===== config.mk =====
export PLATFORM = sky130hd
export DESIGN_NAME = fft_ram_writer
export DESIGN_NICKNAME = d
export VERILOG_FILES = /design/src/rtl/fft_ram_writer.sv
export SDC_FILE = /design/constraint.sdc
export NUM_CORES = 1
export LEC_CHECK = 0
export CAP_MARGIN = 20
export CORE_MARGIN = 2
export CORE_UTILIZATION = 45
export CTS_BUF_LIST = sky130_fd_sc_hd__clkbuf_8 sky130_fd_sc_hd__clkbuf_16
export DETAILED_ROUTE_END_ITERATION = 6
export GPL_ROUTABILITY_DRIVEN = 0
export PLACE_DENSITY = 0.77
export SETUP_SLACK_MARGIN = 0.1
export SYNTH_ARGS = -nofsm -noshare
export SYNTH_HDL_FRONTEND = slang
export SYNTH_SLANG_ARGS = --single-unit

===== constraint.sdc =====
create_clock -name clk -period 1.93 [get_ports clk]
set_clock_uncertainty 0.05 [all_clocks]
set_input_delay 0.2895 -clock clk [delete_from_list [all_inputs] [get_ports clk]]
set_output_delay 0.2895 -clock clk [all_outputs]
set_load 0.03 [all_outputs]

===== src/rtl/fft_ram_writer.sv =====
// fft_ram_writer: packs one FFT frame into FFT_RAM, then stalls the FFT core until freqdetect is done.
// Optional sop/eop framing checks are compiled in when WRITER_ERRCHK_EN is defined.
module fft_ram_writer #(
    parameter int NPOINT = 1024,
    parameter int AW     = 10,
    parameter int DW     = 14
) (
    input  logic            clk,
    input  logic            reset,
    input  logic            fft_valid,
    input  logic            fft_sop,
    input  logic            fft_eop,
    input  logic [DW-1:0]   fft_real,
    input  logic [DW-1:0]   fft_imag,
    output logic            fft_ready,
    output logic            ramwren,
    output logic [AW-1:0]   ramwraddr,
    output logic [2*DW-1:0] ramdata,
    output logic            fftdone,
    input  logic            detectdone,
    output logic            busy,
    output logic [7:0]      framecnt,
    output logic            frame_err
);
    typedef enum logic [1:0] {IDLE, CAPTURE, DONE, WAIT_DETECT} state_t;

    state_t            state_q, state_d;
    logic [AW:0]       cnt_q, cnt_d;
    logic              ready_q, ready_d, wren_q, wren_d, done_q, done_d, busy_q, busy_d;
    logic [AW-1:0]     addr_q, addr_d;
    logic [2*DW-1:0]   data_q, data_d;
    logic [7:0]        fcnt_q, fcnt_d;
    logic              acc, last;
`ifdef WRITER_ERRCHK_EN
    logic              err_q, err_d;
`endif

    assign acc  = fft_valid & ready_q;
    assign last = cnt_q == (AW+1)'(NPOINT - 1);

    always_comb begin
        state_d = state_q;
        cnt_d   = cnt_q;
        wren_d  = 1'b0;
        addr_d  = addr_q;
        data_d  = data_q;
        done_d  = 1'b0;
        fcnt_d  = fcnt_q;
`ifdef WRITER_ERRCHK_EN
        err_d   = 1'b0;
`endif
        case (state_q)
            IDLE: if (acc && fft_sop) begin
                wren_d  = 1'b1;
                addr_d  = '0;
                data_d  = {fft_real, fft_imag};
                cnt_d   = (AW+1)'(1);
                state_d = CAPTURE;
            end
            CAPTURE: if (acc) begin
                wren_d = 1'b1;
                addr_d = cnt_q[AW-1:0];
                data_d = {fft_real, fft_imag};
                cnt_d  = cnt_q + (AW+1)'(1);
                if (last) begin
                    state_d = DONE;
                    cnt_d   = '0;
                end
`ifdef WRITER_ERRCHK_EN
                // A stray sop restarts the frame; an early eop aborts it unwritten.
                if (fft_sop) begin
                    err_d   = 1'b1;
                    addr_d  = '0;
                    cnt_d   = (AW+1)'(1);
                    state_d = CAPTURE;
                end else if (fft_eop && !last) begin
                    err_d   = 1'b1;
                    wren_d  = 1'b0;
                    cnt_d   = '0;
                    state_d = IDLE;
                end else if (last && !fft_eop) begin
                    err_d   = 1'b1;
                end
`endif
            end
            DONE: begin
                done_d  = 1'b1;
                fcnt_d  = fcnt_q + 8'd1;
                state_d = WAIT_DETECT;
            end
            WAIT_DETECT: if (detectdone) state_d = IDLE;
            default: state_d = IDLE;
        endcase
        ready_d = (state_d == IDLE) || (state_d == CAPTURE);
        busy_d  = state_d != IDLE;
    end

    always_ff @(posedge clk) begin
        if (reset) begin
            state_q <= IDLE;
            cnt_q   <= '0;
            ready_q <= 1'b0;
            wren_q  <= 1'b0;
            addr_q  <= '0;
            data_q  <= '0;
            done_q  <= 1'b0;
            busy_q  <= 1'b0;
            fcnt_q  <= '0;
        end else begin
            state_q <= state_d;
            cnt_q   <= cnt_d;
            ready_q <= ready_d;
            wren_q  <= wren_d;
            addr_q  <= addr_d;
            data_q  <= data_d;
            done_q  <= done_d;
            busy_q  <= busy_d;
            fcnt_q  <= fcnt_d;
        end
    end

`ifdef WRITER_ERRCHK_EN
    always_ff @(posedge clk) begin
        if (reset) err_q <= 1'b0;
        else       err_q <= err_d;
    end
    assign frame_err = err_q;
`else
    logic unused_eop;
    assign unused_eop = fft_eop;
    assign frame_err  = 1'b0;
`endif

    assign fft_ready = ready_q;
    assign ramwren   = wren_q;
    assign ramwraddr = addr_q;
    assign ramdata   = data_q;
    assign fftdone   = done_q;
    assign busy      = busy_q;
    assign framecnt  = fcnt_q;
endmodule

Yosys cells after proc, flatten, opt, wreduce, memory -nomap -nowiden

Cells that the tools add are included.

Add/subtract/negate cells: 2
Multiply operators: 0
Divide/modulo/power cells: 0
Magnitude comparators: 0
Eq/ne operators: 7
Shifts and indexed selects: 0
Muxes and demuxes: 19
Bitwise operators: 1
Reductions and logical operators: 7

Operators with widths:

| cell                                                              | number |
|---|---|
| 28-bit two-way mux                                                | 2 |
| 28-bit case mux with 2 select lines                               | 1 |
| 11-bit two-way mux                                                | 3 |
| 11-bit case mux with 2 select lines                               | 1 |
| 10-bit two-way mux                                                | 2 |
| 10-bit case mux with 2 select lines                               | 1 |
| 11-bit by 1-bit adder with 11-bit output, second input constant   | 1 |
| 11-bit by 10-bit == test with 1-bit output, second input constant | 1 |
| 8-bit by 1-bit adder with 8-bit output, second input constant     | 1 |
| 2-bit two-way mux                                                 | 4 |
| 2-bit case mux with 4 select lines                                | 1 |
| 2-bit by 1-bit == test with 1-bit output, second input constant   | 2 |
| 2-bit == test, second input constant                              | 2 |
| 2-bit logical NOT                                                 | 2 |
| 2-bit != test, second input constant                              | 2 |
| 2-bit nonzero test                                                | 2 |
| 1-bit two-way mux                                                 | 3 |
| 3-bit AND reduction                                               | 1 |
| 1-bit case mux with 2 select lines                                | 1 |
| 1-bit bitwise AND                                                 | 1 |
| 1-bit logical AND                                                 | 1 |
| 1-bit logical OR                                                  | 1 |

Register bits: 63
Latch bits: 0
Memory bits (writable): 0
ROM bits: 0
Input bits: 34
Output and inout port bits: 51
Logic and storage cells: 45
Memories: 0

Depth between registers and ports, before layout

Gate-level depths: netlist (run 1).

Depth in word-level cells: 6
Gate-level depth with buffers: 6
Mapped depth without buffers: 5

Worst setup path before layout (run 1)

Ideal clock, no wire load.

Path type: flip-flop to flip-flop
From: register ready_q (netlist: fft_ready)
To: register cnt_q[10]
Setup time: 130 ps
Arrival time: 1471 ps
Data required time: 1750 ps
Slack: 279 ps
Stages on the path, launching flop included: 6
Path buffers: 1
Period minus slack after synthesis: 1651 ps
Cell sequence: dfxtp_1 -> nand3b_4 -> or2_1 -> buf_2 -> o41ai_1 -> a21oi_1

Word-level cells in the longest chain between the ends: 4
Elaborated cells on any way between the ends: 5
Classes of those cells: eq/ne (2); bitwise (1); reduce/logical (2)

RTL lines:

| element                                | RTL line | text |
|---|---|---|
| from (decl)                            | 29       | `logic ready_q, ready_d, wren_q, wren_d, done_q, done_d, busy_q, busy_d;` |
| from (signal assigned)                 | 112      | `ready_q <= ready_d;` |
| 1-bit bitwise AND *                    | 38       | `assign acc = fft_valid & ready_q;` |
| 1-bit logical AND                      | 53       | `IDLE: if (acc && fft_sop) begin` |
| 2-bit != test (no source line)         | --       |  |
| 3-bit AND reduction (no source line) * | --       |  |
| to (signal assigned)                   | 111      | `cnt_q <= cnt_d;` |
| to (decl)                              | 28       | `logic [AW:0] cnt_q, cnt_d;` |

Mark *: on every way between the ends. The rest lies on a longest branch, timed or not.
A chain may end at the register's enable or synchronous reset.

Worst setup path after layout (run 1)

From: register fcnt_q[2] (netlist: framecnt[2])
To: output framecnt[2]

RTL lines:

| element                | RTL line | text |
|---|---|---|
| from (decl)            | 32       | `logic [7:0] fcnt_q, fcnt_d;` |
| from (signal assigned) | 118      | `fcnt_q <= fcnt_d;` |
| to (decl)              | 22       | `output logic [7:0] framecnt,` |

No word-level cell between the ends.

==> results.py, run 1 <==
metrics = {
    "outcome": {
        "status": "completed",
    },
    "synthesis": {
        "yosysUniqueCellTypes": 44,
        "synth-main-ff-cell": "dfxtp_1",
        "synth_area_per_cell_sq_um": 8.51,
        "number_of_flops_mapped_to_enable_cells_by_yosys": 0,
        "synth-warning-count": 0,
        "synthDominantCellAreaShare": 0.509,
        "async_flop_share": 0,
        "ys_ff_latch": 63,
        "cell_count_after_synthesis": 291,
        "post_synth_main_area_contributors": "dfxtp_1 51%, nand2_1 11%, a21oi_1 8.7%, nand3_1 2.4%, nor2_1 2.4%",
        "nets_in_the_synthesized_netlist": 327,
        "synth_seq_area_share": 0.509,
        "synth.cell_area_sq_um": 2480,
        "netlist.top_cell.by_area": "dfxtp_1",
    },
    "route": {
        "drt-wirelength-per-cell_um": 12.8,
        "drt_first_pass_iters": 4,
        "length_of_routed_met3_wiring_um": 306,
        "drc": 0,
        "initialDrtViolationCount": 104,
        "met2_layer_wire_length_in_the_routed_design_um": 2850,
        "wirelength_um": 5820,
        "route.top_layer_used": "met4",
        "dr_total_vias": 2268,
        "met1_length_um": 2570,
        "antenna_violating_nets_post_route": 0,
        "avgViaCountPerCell": 4.97,
    },
    "final_layout": {
        "layout-area-overhead-vs-synth_pct": 48.3,
        "antenna_diode_count": 0,
        "postLayoutCoreUtil": 0.680,
        "layout-drive-gt1-share": 0.102,
        "fin_cells": 456,
        "layout.nets": 415,
    },
    "timing": {
        "timing.setup.tns_ns": 0,
        "fmaxAchievable_mhz": 560,
        "max-slew-margin-rel": 0.604,
        "final-max-slew-violation-count": 0,
        "min_period_ns": 1.79,
        "grt_setup_unrepaired": "true",
        "post-route-worst-setup-slack_ns": 0.145,
        "final.period_utilization": 0.925,
        "worstMarginPinSlew_ns": 0.592,
        "setup_viol": 0,
        "finalHoldViolCount": 0,
        "holdWs_ns": 0.370,
    },
    "clocking": {
        "post_cts.repair.setup_buffers": 0,
        "cts_htree_levels": 3,
        "tritoncts": "yes",
        "cts.root.buffer_cell": "clkbuf_8",
        "cts_buffer_depth": 2,
        "clk_pin_slew_worst_paths_ns": 0.07,
        "cts-buffers-inserted": 9,
        "clkLatencyLatePin_ns": 0.33,
        "tritoncts_sink_count": 63,
    },
    "hold_path": {
        "min_to": "framecnt[2]$_SDFFE_PP0P_",
        "hold_start": "reset",
        "hold_class": "input pin to flip-flop",
        "timing.hold.worst_path_depth": 2,
    },
    "place": {
        "setup_ws_pre_cts_ns": -0.0510,
        "hpwl_after_detailed_placement_um": 4100,
        "dpl.cell_count": 440,
        "port-buffer-count": 82,
    },
    "global_route": {
        "number_of_antenna_violations_at_the_first_check_in_global_routing": 0,
        "grt_pass1_vias": 2121,
        "grt_start_max_net_pins": 29,
        "global_route_wire_length_before_repair_um": 9520,
        "grt.overflow.total": 0,
        "groute.usage.overall": 0.195,
    },
    "setup_path": {
        "worstSetupStartpointType": "flip-flop",
        "worst_path_max_delay_cell": "clkdlybuf4s50_1",
        "reg2reg_depth": 5,
        "cp.arrival_ns": 1.45,
        "worst_path_largest_cell_delay_ns": 0.70,
        "cpLargestDelayFamily": "buffers and inverters",
        "reg2reg_setup_slack_ns": 0.21,
        "timing.setup.critical_path_class": "flip-flop to output port",
        "path_buf_inv": 1,
        "crit_fanout": 5,
        "regToRegEndpoint": "cnt_q[10]$_SDFFE_PP0P_",
        "worstPathCellList": "clkdlybuf4s50_1",
        "timing.critical_path.required_ns": 1.59,
        "regToRegStartpoint": "cnt_q[1]$_SDFFE_PP0P_",
        "end_kind": "output port",
    },
    "die": {
        "rows": 27,
        "chipHeight_um": 78.2,
        "ports_placed_on_the_boundary": 85,
        "start_util": 0.458,
        "die_area_sq_um": 6110,
        "core_area_sq_um": 5410,
        "fp.dieW_um": 78.2,
    },
    "power_and_ir_drop": {
        "static-leakage-power_uw": 0.00132,
        "cellPowerDensity_nw_per_um2": 849,
        "ir_drop_mv": 0.499,
    },
    "flow_run": {
        "max_cap_violations": 0,
    },
}
## registers in the layout (all words and copies together), names as in the netlist
| signal | count |
|---|---|
| state_q | 2 |
| ramdata | 28 |
| fftdone | 1 |
| ramwraddr | 10 |
| framecnt | 8 |
| ramwren | 1 |
| cnt_q | 11 |
| fft_ready | 1 |
| busy | 1 |
## stage by stage
step,instance area [sq um],total power [uW]
6_report,3670,3120
5_1_grt,3670,3220
4_1_cts,3670,3140
3_5_place_dp,3410,1660
3_3_place_gp,3410,1660
2_1_floorplan,2480,1510
## routing by layer
layer / vias up / track usage
li1: 1171 / -
met3: 8 / 0.0517
met5: - / 0
met1: 1027 / 0.240
met4: 0 / 0.0842
met2: 62 / 0.322
## placed cells by master, fill, tap and decap left out, types with 2 or more instances in the layout
cell type        count
nand2_1             73
nand2b_1             2
clkinv_2             3
bufinv_16            4
inv_1                3
clkdlybuf4s50_1     81
nor3_1               3
xnor2_1              6
dfxtp_1             62
ha_1                 2
clkbuf_8             9
nor4_1               5
a21oi_1             43
and3_1               2
buf_4               12
nor2_2               2
xor2_1               6
a31oi_1              2
nor2_1              16
and2_1               4
nand4_1              6
nand3_1             12
## cell type report
class                   count  area, sq um
clock buffers               9          124
clock inverters             7          135
fillers                   433         1730
inverters                   3         11.3
multi-input cells         207         1130
flip-flops and latches     63         1260
well taps                  72         90.1
repair buffers             95          926
## kinds of logic (layout without fill, tap and decap cells)
logic type | count (synthesis) | count (layout) | synth area share
and+or+nand+nor | 137 | 137 | 0.271
buffers and inverters | 21 | 114 | 0.0364
other | 1 | 1 | 0.00151
adders and majority gates | 2 | 2 | 0.0101
muxes | 1 | 1 | 0.00404
xor gates and xnor gates | 12 | 12 | 0.0424
AOI/OAI and AO/OA | 54 | 54 | 0.125
DFF | 63 | 63 | 0.509
## timing repair
action                     4_1_cts  5_1_grt
hold buffers                     0        0
setup endpoints to repair        0        8
resized for setup                0        1
## power breakdown
part	total [uW]	switching (uW)	internal, uW
clock	1490	503	982
sequential	1340	16.3	1330
combinational	290	154	135
## synthesized netlist by cell type (all sizes together), types with 2 or more instances
cell	n
xnor2	6
nor2	18
nand3	13
nand4	7
o41ai	2
buf	8
and3	2
nand2	73
nor4	6
a31oi	2
nand2b	2
a21oi	43
xor2	6
inv	3
nor3	4
dfxtp	63
ha	2
clkbuf	10
and2	4
## worst reg2reg max path, cell delays in order (launching register included)
cell     delay (ns)
dfxtp_1        0.40
ha_1           0.23
nand3_2        0.19
nor3_2         0.18
or4b_1         0.46
a21oi_1        0.15
## worst max path at each step
stage	start	to	slack [ns]	cells past startpoint
after floorplan	fft_ready$_SDFF_PP0_	cnt_q[10]$_SDFFE_PP0P_	0.28	5
after global placement	fft_sop	ramwraddr[8]$_SDFFE_PP0P_	-0.02	6
after detailed placement	fft_sop	ramdata[26]$_SDFFE_PP0P_	-0.05	6
after CTS	framecnt[2]$_SDFFE_PP0P_	framecnt[2]	0.13	1
after global routing	cnt_q[1]$_SDFFE_PP0P_	cnt_q[9]$_SDFFE_PP0P_	0.1	5
final	framecnt[2]$_SDFFE_PP0P_	framecnt[2]	0.14	1
Power figures use the tool's default switching activity.
==> run 2, diff against run 1 <==
GPL_ROUTABILITY_DRIVEN = default   (was 0)
==> results of run 2 <==
The final DEF is identical to that of run 1; final timing and power are the same.
